[config.mk]
export PLATFORM = sky130hd
export DESIGN_NAME = serial_subtractor
export DESIGN_NICKNAME = d
export VERILOG_FILES = /design/src/rtl/serial_sub_pkg.sv /design/src/rtl/full_subtractor.sv /design/src/rtl/serial_subtractor.sv
export SDC_FILE = /design/constraint.sdc
export NUM_CORES = 1
export LEC_CHECK = 0
export BUFFER_PORTS_ARGS = -buffer_cell sky130_fd_sc_hd__buf_2
export CAP_MARGIN = 30
export CORE_ASPECT_RATIO = 0.5
export CORE_UTILIZATION = 58
export DETAILED_ROUTE_END_ITERATION = 10
export GPL_ROUTABILITY_DRIVEN = 0
export GPL_TIMING_DRIVEN = 0
export PLACE_DENSITY = 0.83
export SETUP_SLACK_MARGIN = 0.05
export SYNTH_ARGS = -nofsm -noshare
export SYNTH_HDL_FRONTEND = slang
export SYNTH_HIERARCHICAL = 1
export SYNTH_SLANG_ARGS = --single-unit
[constraint.sdc]
create_clock -name clk -period 3.5 [get_ports clk]
set_clock_uncertainty 0.05 [all_clocks]
set_input_delay 0.35 -clock clk [delete_from_list [all_inputs] [get_ports clk]]
set_output_delay 0.35 -clock clk [all_outputs]
set_load 0.05 [all_outputs]
[src/rtl/serial_sub_pkg.sv]
// Shared types for the bit-serial subtractor.
//   ss_state_e : FSM state encoding (SS_IDLE, SS_RUN)
package serial_sub_pkg;

  typedef enum logic {
    SS_IDLE = 1'b0,
    SS_RUN  = 1'b1
  } ss_state_e;

endpackage : serial_sub_pkg

[src/rtl/full_subtractor.sv]
// 1-bit combinational full-subtractor cell computing A - B - Bin.
// Ports:
//   A, B, Bin : minuend bit, subtrahend bit, borrow in
//   DIFF      : difference bit
//   BORROW    : borrow out
module full_subtractor (
  input  logic A,
  input  logic B,
  input  logic Bin,
  output logic DIFF,
  output logic BORROW
);

  assign DIFF   = A ^ B ^ Bin;
  assign BORROW = (~A & B) | (~(A ^ B) & Bin);

endmodule : full_subtractor

[src/rtl/serial_subtractor.sv]
// Bit-serial two's-complement subtractor: diff = (a - b) mod 2^WIDTH,
// one bit per clock, LSB first, single registered borrow.
// Optional feature macro: SERIAL_SUB_OVF_EN (registered signed overflow on ovf).
// Ports:
//   clk, rst_n      : clock, async active-low reset
//   start           : request, sampled only when idle
//   a, b            : operands, captured on the accepted start edge
//   busy            : operation in progress
//   done            : one-cycle completion pulse
//   diff/borrow_out : result and final borrow, held until next completion
//   ovf             : signed overflow (0 when SERIAL_SUB_OVF_EN is undefined)
module serial_subtractor
  import serial_sub_pkg::*;
#(
  parameter int unsigned WIDTH = 8
) (
  input  logic             clk,
  input  logic             rst_n,
  input  logic             start,
  input  logic [WIDTH-1:0] a,
  input  logic [WIDTH-1:0] b,
  output logic             busy,
  output logic             done,
  output logic [WIDTH-1:0] diff,
  output logic             borrow_out,
  output logic             ovf
);

  localparam int unsigned CNT_W = (WIDTH > 1) ? $clog2(WIDTH) : 1;

  ss_state_e        state_q, state_d;
  logic [CNT_W-1:0] cnt_q, cnt_d;
  logic [WIDTH-1:0] a_sh_q, a_sh_d;
  logic [WIDTH-1:0] b_sh_q, b_sh_d;
  logic [WIDTH-1:0] res_q, res_d;
  logic             borrow_q, borrow_d;
  logic             busy_q, busy_d;
  logic             done_q, done_d;
  logic [WIDTH-1:0] diff_q, diff_d;
  logic             borrow_out_q, borrow_out_d;

  logic fs_d, fs_b;
  logic last_bit;

  assign last_bit = (cnt_q == CNT_W'(WIDTH - 1));

  // Single shared cell: operand LSBs and the running borrow
  full_subtractor u_fs (
    .A      (a_sh_q[0]),
    .B      (b_sh_q[0]),
    .Bin    (borrow_q),
    .DIFF   (fs_d),
    .BORROW (fs_b)
  );

  // State register
  always_ff @(posedge clk or negedge rst_n) begin
    if (!rst_n) state_q <= SS_IDLE;
    else        state_q <= state_d;
  end

  // Next-state logic
  always_comb begin
    state_d = state_q;
    case (state_q)
      SS_IDLE: if (start)    state_d = SS_RUN;
      SS_RUN:  if (last_bit) state_d = SS_IDLE;
    endcase
  end

  // Datapath and output-register next values
  always_comb begin
    cnt_d        = cnt_q;
    a_sh_d       = a_sh_q;
    b_sh_d       = b_sh_q;
    res_d        = res_q;
    borrow_d     = borrow_q;
    done_d       = 1'b0;
    diff_d       = diff_q;
    borrow_out_d = borrow_out_q;
    busy_d       = (state_d == SS_RUN);
    case (state_q)
      SS_IDLE: begin
        if (start) begin
          a_sh_d   = a;
          b_sh_d   = b;
          res_d    = '0;
          borrow_d = 1'b0;
          cnt_d    = '0;
        end
      end
      SS_RUN: begin
        a_sh_d   = {1'b0, a_sh_q[WIDTH-1:1]};
        b_sh_d   = {1'b0, b_sh_q[WIDTH-1:1]};
        res_d    = {fs_d, res_q[WIDTH-1:1]};
        borrow_d = fs_b;
        cnt_d    = cnt_q + CNT_W'(1);
        if (last_bit) begin
          // Counter parks at 0 so it never wraps for non-power-of-2 WIDTH
          cnt_d        = '0;
          diff_d       = {fs_d, res_q[WIDTH-1:1]};
          borrow_out_d = fs_b;
          done_d       = 1'b1;
        end
      end
    endcase
  end

  // Datapath and output registers
  always_ff @(posedge clk or negedge rst_n) begin
    if (!rst_n) begin
      cnt_q        <= '0;
      a_sh_q       <= '0;
      b_sh_q       <= '0;
      res_q        <= '0;
      borrow_q     <= 1'b0;
      busy_q       <= 1'b0;
      done_q       <= 1'b0;
      diff_q       <= '0;
      borrow_out_q <= 1'b0;
    end else begin
      cnt_q        <= cnt_d;
      a_sh_q       <= a_sh_d;
      b_sh_q       <= b_sh_d;
      res_q        <= res_d;
      borrow_q     <= borrow_d;
      busy_q       <= busy_d;
      done_q       <= done_d;
      diff_q       <= diff_d;
      borrow_out_q <= borrow_out_d;
    end
  end

  assign busy       = busy_q;
  assign done       = done_q;
  assign diff       = diff_q;
  assign borrow_out = borrow_out_q;

`ifdef SERIAL_SUB_OVF_EN
  // Operand sign bits are shifted out of the operand registers, so keep copies
  logic a_msb_q, a_msb_d;
  logic b_msb_q, b_msb_d;
  logic ovf_q, ovf_d;

  // Overflow: operand signs differ and the result sign differs from a's;
  // on the last bit fs_d is the result MSB
  always_comb begin
    a_msb_d = a_msb_q;
    b_msb_d = b_msb_q;
    ovf_d   = ovf_q;
    if ((state_q == SS_IDLE) && start) begin
      a_msb_d = a[WIDTH-1];
      b_msb_d = b[WIDTH-1];
    end
    if ((state_q == SS_RUN) && last_bit) begin
      ovf_d = (a_msb_q != b_msb_q) && (fs_d != a_msb_q);
    end
  end

  always_ff @(posedge clk or negedge rst_n) begin
    if (!rst_n) begin
      a_msb_q <= 1'b0;
      b_msb_q <= 1'b0;
      ovf_q   <= 1'b0;
    end else begin
      a_msb_q <= a_msb_d;
      b_msb_q <= b_msb_d;
      ovf_q   <= ovf_d;
    end
  end

  assign ovf = ovf_q;
`else
  assign ovf = 1'b0;
`endif

endmodule : serial_subtractor
# After elaboration in Yosys (flattened, before gate mapping)
# Index checks and enable logic that the tools add are counted.
# word_totals
register_bits	39
latchBits	0
ramBits	0
romBits	0
output_inout_bits	12
mem_count	0
# op_classes
n_addsub	1
n_mul	0
n_div	0
n_lt_le_gt_ge	0
n_eq_ne	2
shift	0
mux	16
bitwise_logic	8
reduce_logical	1
# op_table
operator	count
one-hot mux 8 bit (2 select lines)	3
2-to-1 mux 8 bit	3
2-to-1 mux 3 bit	2
one-hot mux 3 bit (2 select lines)	1
2-to-1 mux 1 bit	5
one-hot mux 1 bit (2 select lines)	2
adder 3 x 1 -> 3 bit, second input constant	1
equality test 3 bit, second input constant	1
inverter 1 bit	3
AND 1 bit	2
!= test 2 bit, second input constant	1
AND reduction 2 bit	1
XOR 1 bit	2
bitwise OR 1 bit	1

# Logic depth before layout (Yosys ltp)
# logic_depth
word_depth	5
depth_mapped	4
depth_no_buf	4

# Cells and area by module
# Netlist, hierarchy kept.
# by_module_without_submodules
mod	instances	cells_each	area_per_inst_um2
serial_subtractor	1	135	1599.0
full_subtractor	1	4	31.3

# Least setup slack after synthesis
# OpenSTA, ideal clock, no wires.
# synth_path
path_kind	reg2reg
start	reg cnt_q[0]
end	reg borrow_out_q (netlist: borrow_out)
setup_time_ps	125
t_arrival_ps	1260
setup_slack_ps	2066
path_stages_with_launch	5
path_buffers	0
period_less_slack_ps	1434
cell_sequence	dfrtp_1 > ha_1 > ha_1 > nand2_2 > mux2_2
# synth_between
elab_chain_cells	2
# synth_rtl
element	line_no	source
start, declared	serial_subtractor.sv:32	logic [CNT_W-1:0] cnt_q, cnt_d;
start signal, assigned	serial_subtractor.sv:122	cnt_q <= cnt_d;
equality test 3 bit	serial_subtractor.sv:45	assign last_bit = (cnt_q == CNT_W'(WIDTH - 1));
AND reduction 2 bit (no source line)	n/a	
end signal, assigned	serial_subtractor.sv:130	borrow_out_q <= borrow_out_d;
end, declared	serial_subtractor.sv:40	logic borrow_out_q, borrow_out_d;
# No other way between the ends.
# A chain may end at the register's enable or synchronous reset.

# Worst setup path in the final report
# layout_path
start	reg cnt_q[0]
end	reg diff_q[3] (netlist: diff[3])
# layout_between
elab_chain_cells	2
# layout_rtl
element	line_no	source
equality test 3 bit	serial_subtractor.sv:45	
AND reduction 2 bit (no source line)	n/a	
end signal, assigned	serial_subtractor.sv:129	diff_q <= diff_d;
end, declared	serial_subtractor.sv:39	logic [WIDTH-1:0] diff_q, diff_d;
# No other way between the ends.

==> flow_metrics.py <==
metrics = {
    "sta": {
        "fmax_ghz": 0.644,
        "rsz0062_at_grt": "no",
        "finalHoldViolCount": 0,
        "maxSlewViolCount": 0,
        "min_period_over_period": 0.443,
        "tns_ns": 0,
        "slew_headroom": 0.454,
        "fin_crit_ns": 1.55,
        "setup_viol": 0,
        "worst_pin_slew_ns": 0.819,
    },
    "finish": {
        "nFillCells": 180,
        "layout.cells.non_filler": 212,
        "multi_input_area_um2": 599,
        "diodes": 0,
        "fin_area_um2": 1910,
        "final_layout_size_suffix_gt1_frac": 0.297,
        "regArea_um2": 951,
        "num-nets-final": 196,
        "area_growth_pct": 17.0,
    },
    "place": {
        "placed_cell_area_um2": 1820,
        "dp_cells": 204,
        "place.detailed.hpwl_um": 1860,
        "numPortBuffers": 28,
    },
    "route": {
        "avgRoutedWirePerCell_um": 13.1,
        "drt_iter0_drc": 62,
        "viasPerCell": 5.12,
        "drt-total-wl_um": 2780,
        "dr.pass1.iters": 4,
        "drcViolationCount": 0,
        "antenna_left": 0,
        "vias": 1086,
    },
    "critical_path": {
        "critPathMaxFanout": 10,
        "r2r_slack_ns": 1.95,
        "required_ns": 3.62,
        "r2r-end": "diff[3]",
        "arrival_ns": 1.68,
        "critPathLaunchType": "register",
        "crit_type": "reg2reg",
        "cp-end-kind": "register",
        "worst-r2r-cell-count": 4,
        "r2r_start": "cnt_q[0]",
    },
    "yosys": {
        "ys_seq_area_frac": 0.583,
        "synth.largest_area_cell": "dfrtp_1",
        "synth_cell_type_count": 18,
        "ys_ff_latch": 38,
        "ys.flop_type": "dfrtp_1",
        "synth_cells": 139,
        "synthMuxAreaShare": 0.160,
        "async_flop_share": 1.00,
        "synthTopCellsByArea": "dfrtp_1, mux2i_1, o21ai_0, mux2_2, nand2_1",
        "synthAdderAreaFrac": 0.0276,
        "synth_top_family_by_area": "multiplexers",
        "synth_xor_area_frac": 0,
        "synthesis.area_um2": 1630,
        "netlist_top_cells_count": "dfrtp_1, o21ai_0, nand2_1",
        "synth-simple-area-share": 0.0875,
        "synth_top_area_share": 0.583,
        "synth_compound_area_frac": 0.0898,
        "ys.warnings.count": 6,
        "syn_nets": 161,
        "yosys.cell_count.top_type": "dfrtp_1",
        "synth_enable_flop_cells": 0,
        "syn-mean-instance-area_um2": 11.7,
    },
    "run_status": {
        "outcome": "finished, final reports clean",
    },
    "power": {
        "total_power_mw": 1.67,
        "ir_worst_vdd_uv": 396,
        "p_per_area_nw_per_um2": 876,
        "p_leak_nw": 0.984,
    },
    "hold_path": {
        "hold_path.class": "in2async",
    },
    "clocking": {
        "cts_sinks": 38,
        "clock-root-buffer": "clkbuf_8",
        "postCtsSetupBuffers": 0,
        "clkLatencyLatePin_ns": 0.29,
        "cts_tree": "yes",
        "cts_max_level": 2,
        "numCtsBuffers": 5,
        "cts.repair.resized": 0,
        "cts_max_path_buffers": 2,
        "cts_hold_buf": 0,
        "clkSlewWorstSetupHoldPaths_ns": 0.07,
    },
    "floorplanning": {
        "die_y_um": 39.5,
        "die_x_um": 77.0,
        "coreArea_um2": 2640,
        "start_util": 0.619,
        "io_pins": 31,
        "die_area_um2": 3040,
        "rows": 13,
    },
    "global_route": {
        "grt_usage": 0.196,
        "grt_max_degree": 39,
        "grt_antenna_before_repair": 0,
        "first_global_vias": 886,
        "grt_pass1_wl_um": 4150,
        "grt_overflow_total": 0,
    },
    "flow_run": {
        "max_cap_violations": 0,
    },
}
-- worst max path at each step --
stage / endpoint / startpoint / slack [ns] / depth (start not counted)
finish: diff[3] / cnt_q[0] / 1.95 / 4
global route: diff[3] / cnt_q[0] / 1.87 / 4
CTS: borrow_out / cnt_q[0] / 1.95 / 4
detailed placement: borrow_out / cnt_q[0] / 1.96 / 4
global placement: diff[1] / cnt_q[0] / 1.97 / 4
floorplan: borrow_out / cnt_q[0] / 2.07 / 4
-- cells in the final DEF (no fill, tap or decap), drive strengths merged --
master,count
a22o,4
mux2,9
clkinv,1
mux2i,16
nand2,21
o21ai,21
clkbuf,9
inv,5
buf,35
o22ai,1
fa,1
nand2b,8
nor2,3
conb,1
ha,2
dfrtp,38
-- critical path, cell delays in order (launching register included) --
cell,delay [ns]
dfrtp_1,0.40
ha_1,0.21
ha_1,0.20
nand2_2,0.22
mux2_2,0.36
-- sequential cells by signal, indices dropped and copies added, names as in the netlist --
| register | flops |
|---|---|
| a_sh_q | 8 |
| b_sh_q | 8 |
| diff | 8 |
| res_q | 7 |
| cnt_q | 3 |
| borrow_out | 1 |
| borrow_q | 1 |
| busy | 1 |
| done | 1 |
-- report_power, final --
| part | switching (mW) | internal (mW) | leakage, nW |
|---|---|---|---|
| Sequential | 0.107 | 0.624 | 0.490 |
| Clock | 0.143 | 0.159 | 0.0482 |
| Combinational | 0.403 | 0.236 | 0.446 |
-- layer usage --
metal | global-route usage | share of wire | up-vias
li1 | - | - | 533
met1 | 0.266 | 0.51 | 522
met2 | 0.286 | 0.43 | 25
met3 | 0.0698 | 0.040 | 6
met4 | 0.0896 | 0.017 | 0
met5 | 0 | 0 | -
-- per-stage QoR --
step	utilization	hold slack, ns	setup slack (ns)
2_1_floorplan	-	0.00441	2.07
3_3_place_gp	0.689	0.409	1.97
3_5_place_dp	0.689	0.422	1.96
4_1_cts	0.724	0.128	1.95
5_1_grt	0.724	0.177	1.87
6_report	0.724	0.0998	1.95
-- cell type report --
| class | instances | area share |
|---|---|---|
| plain buffers | 9 | 0.0321 |
| clock buffers | 7 | 0.0452 |
| clock inverters | 1 | 0.00262 |
| inverters | 5 | 0.00984 |
| multi-input cells | 87 | 0.314 |
| flip-flops and latches | 38 | 0.498 |
| well taps | 37 | 0.0243 |
| repair buffers | 28 | 0.0734 |
-- kinds of logic after synthesis --
logic type | count (synthesis)
AOI/OAI and AO/OA | 26
adders and majority gates | 3
buffers and inverters | 14
DFF | 38
muxes | 25
other | 1
and+or+nand+nor | 32
Note: power is estimated with default switching activity, not from simulation.
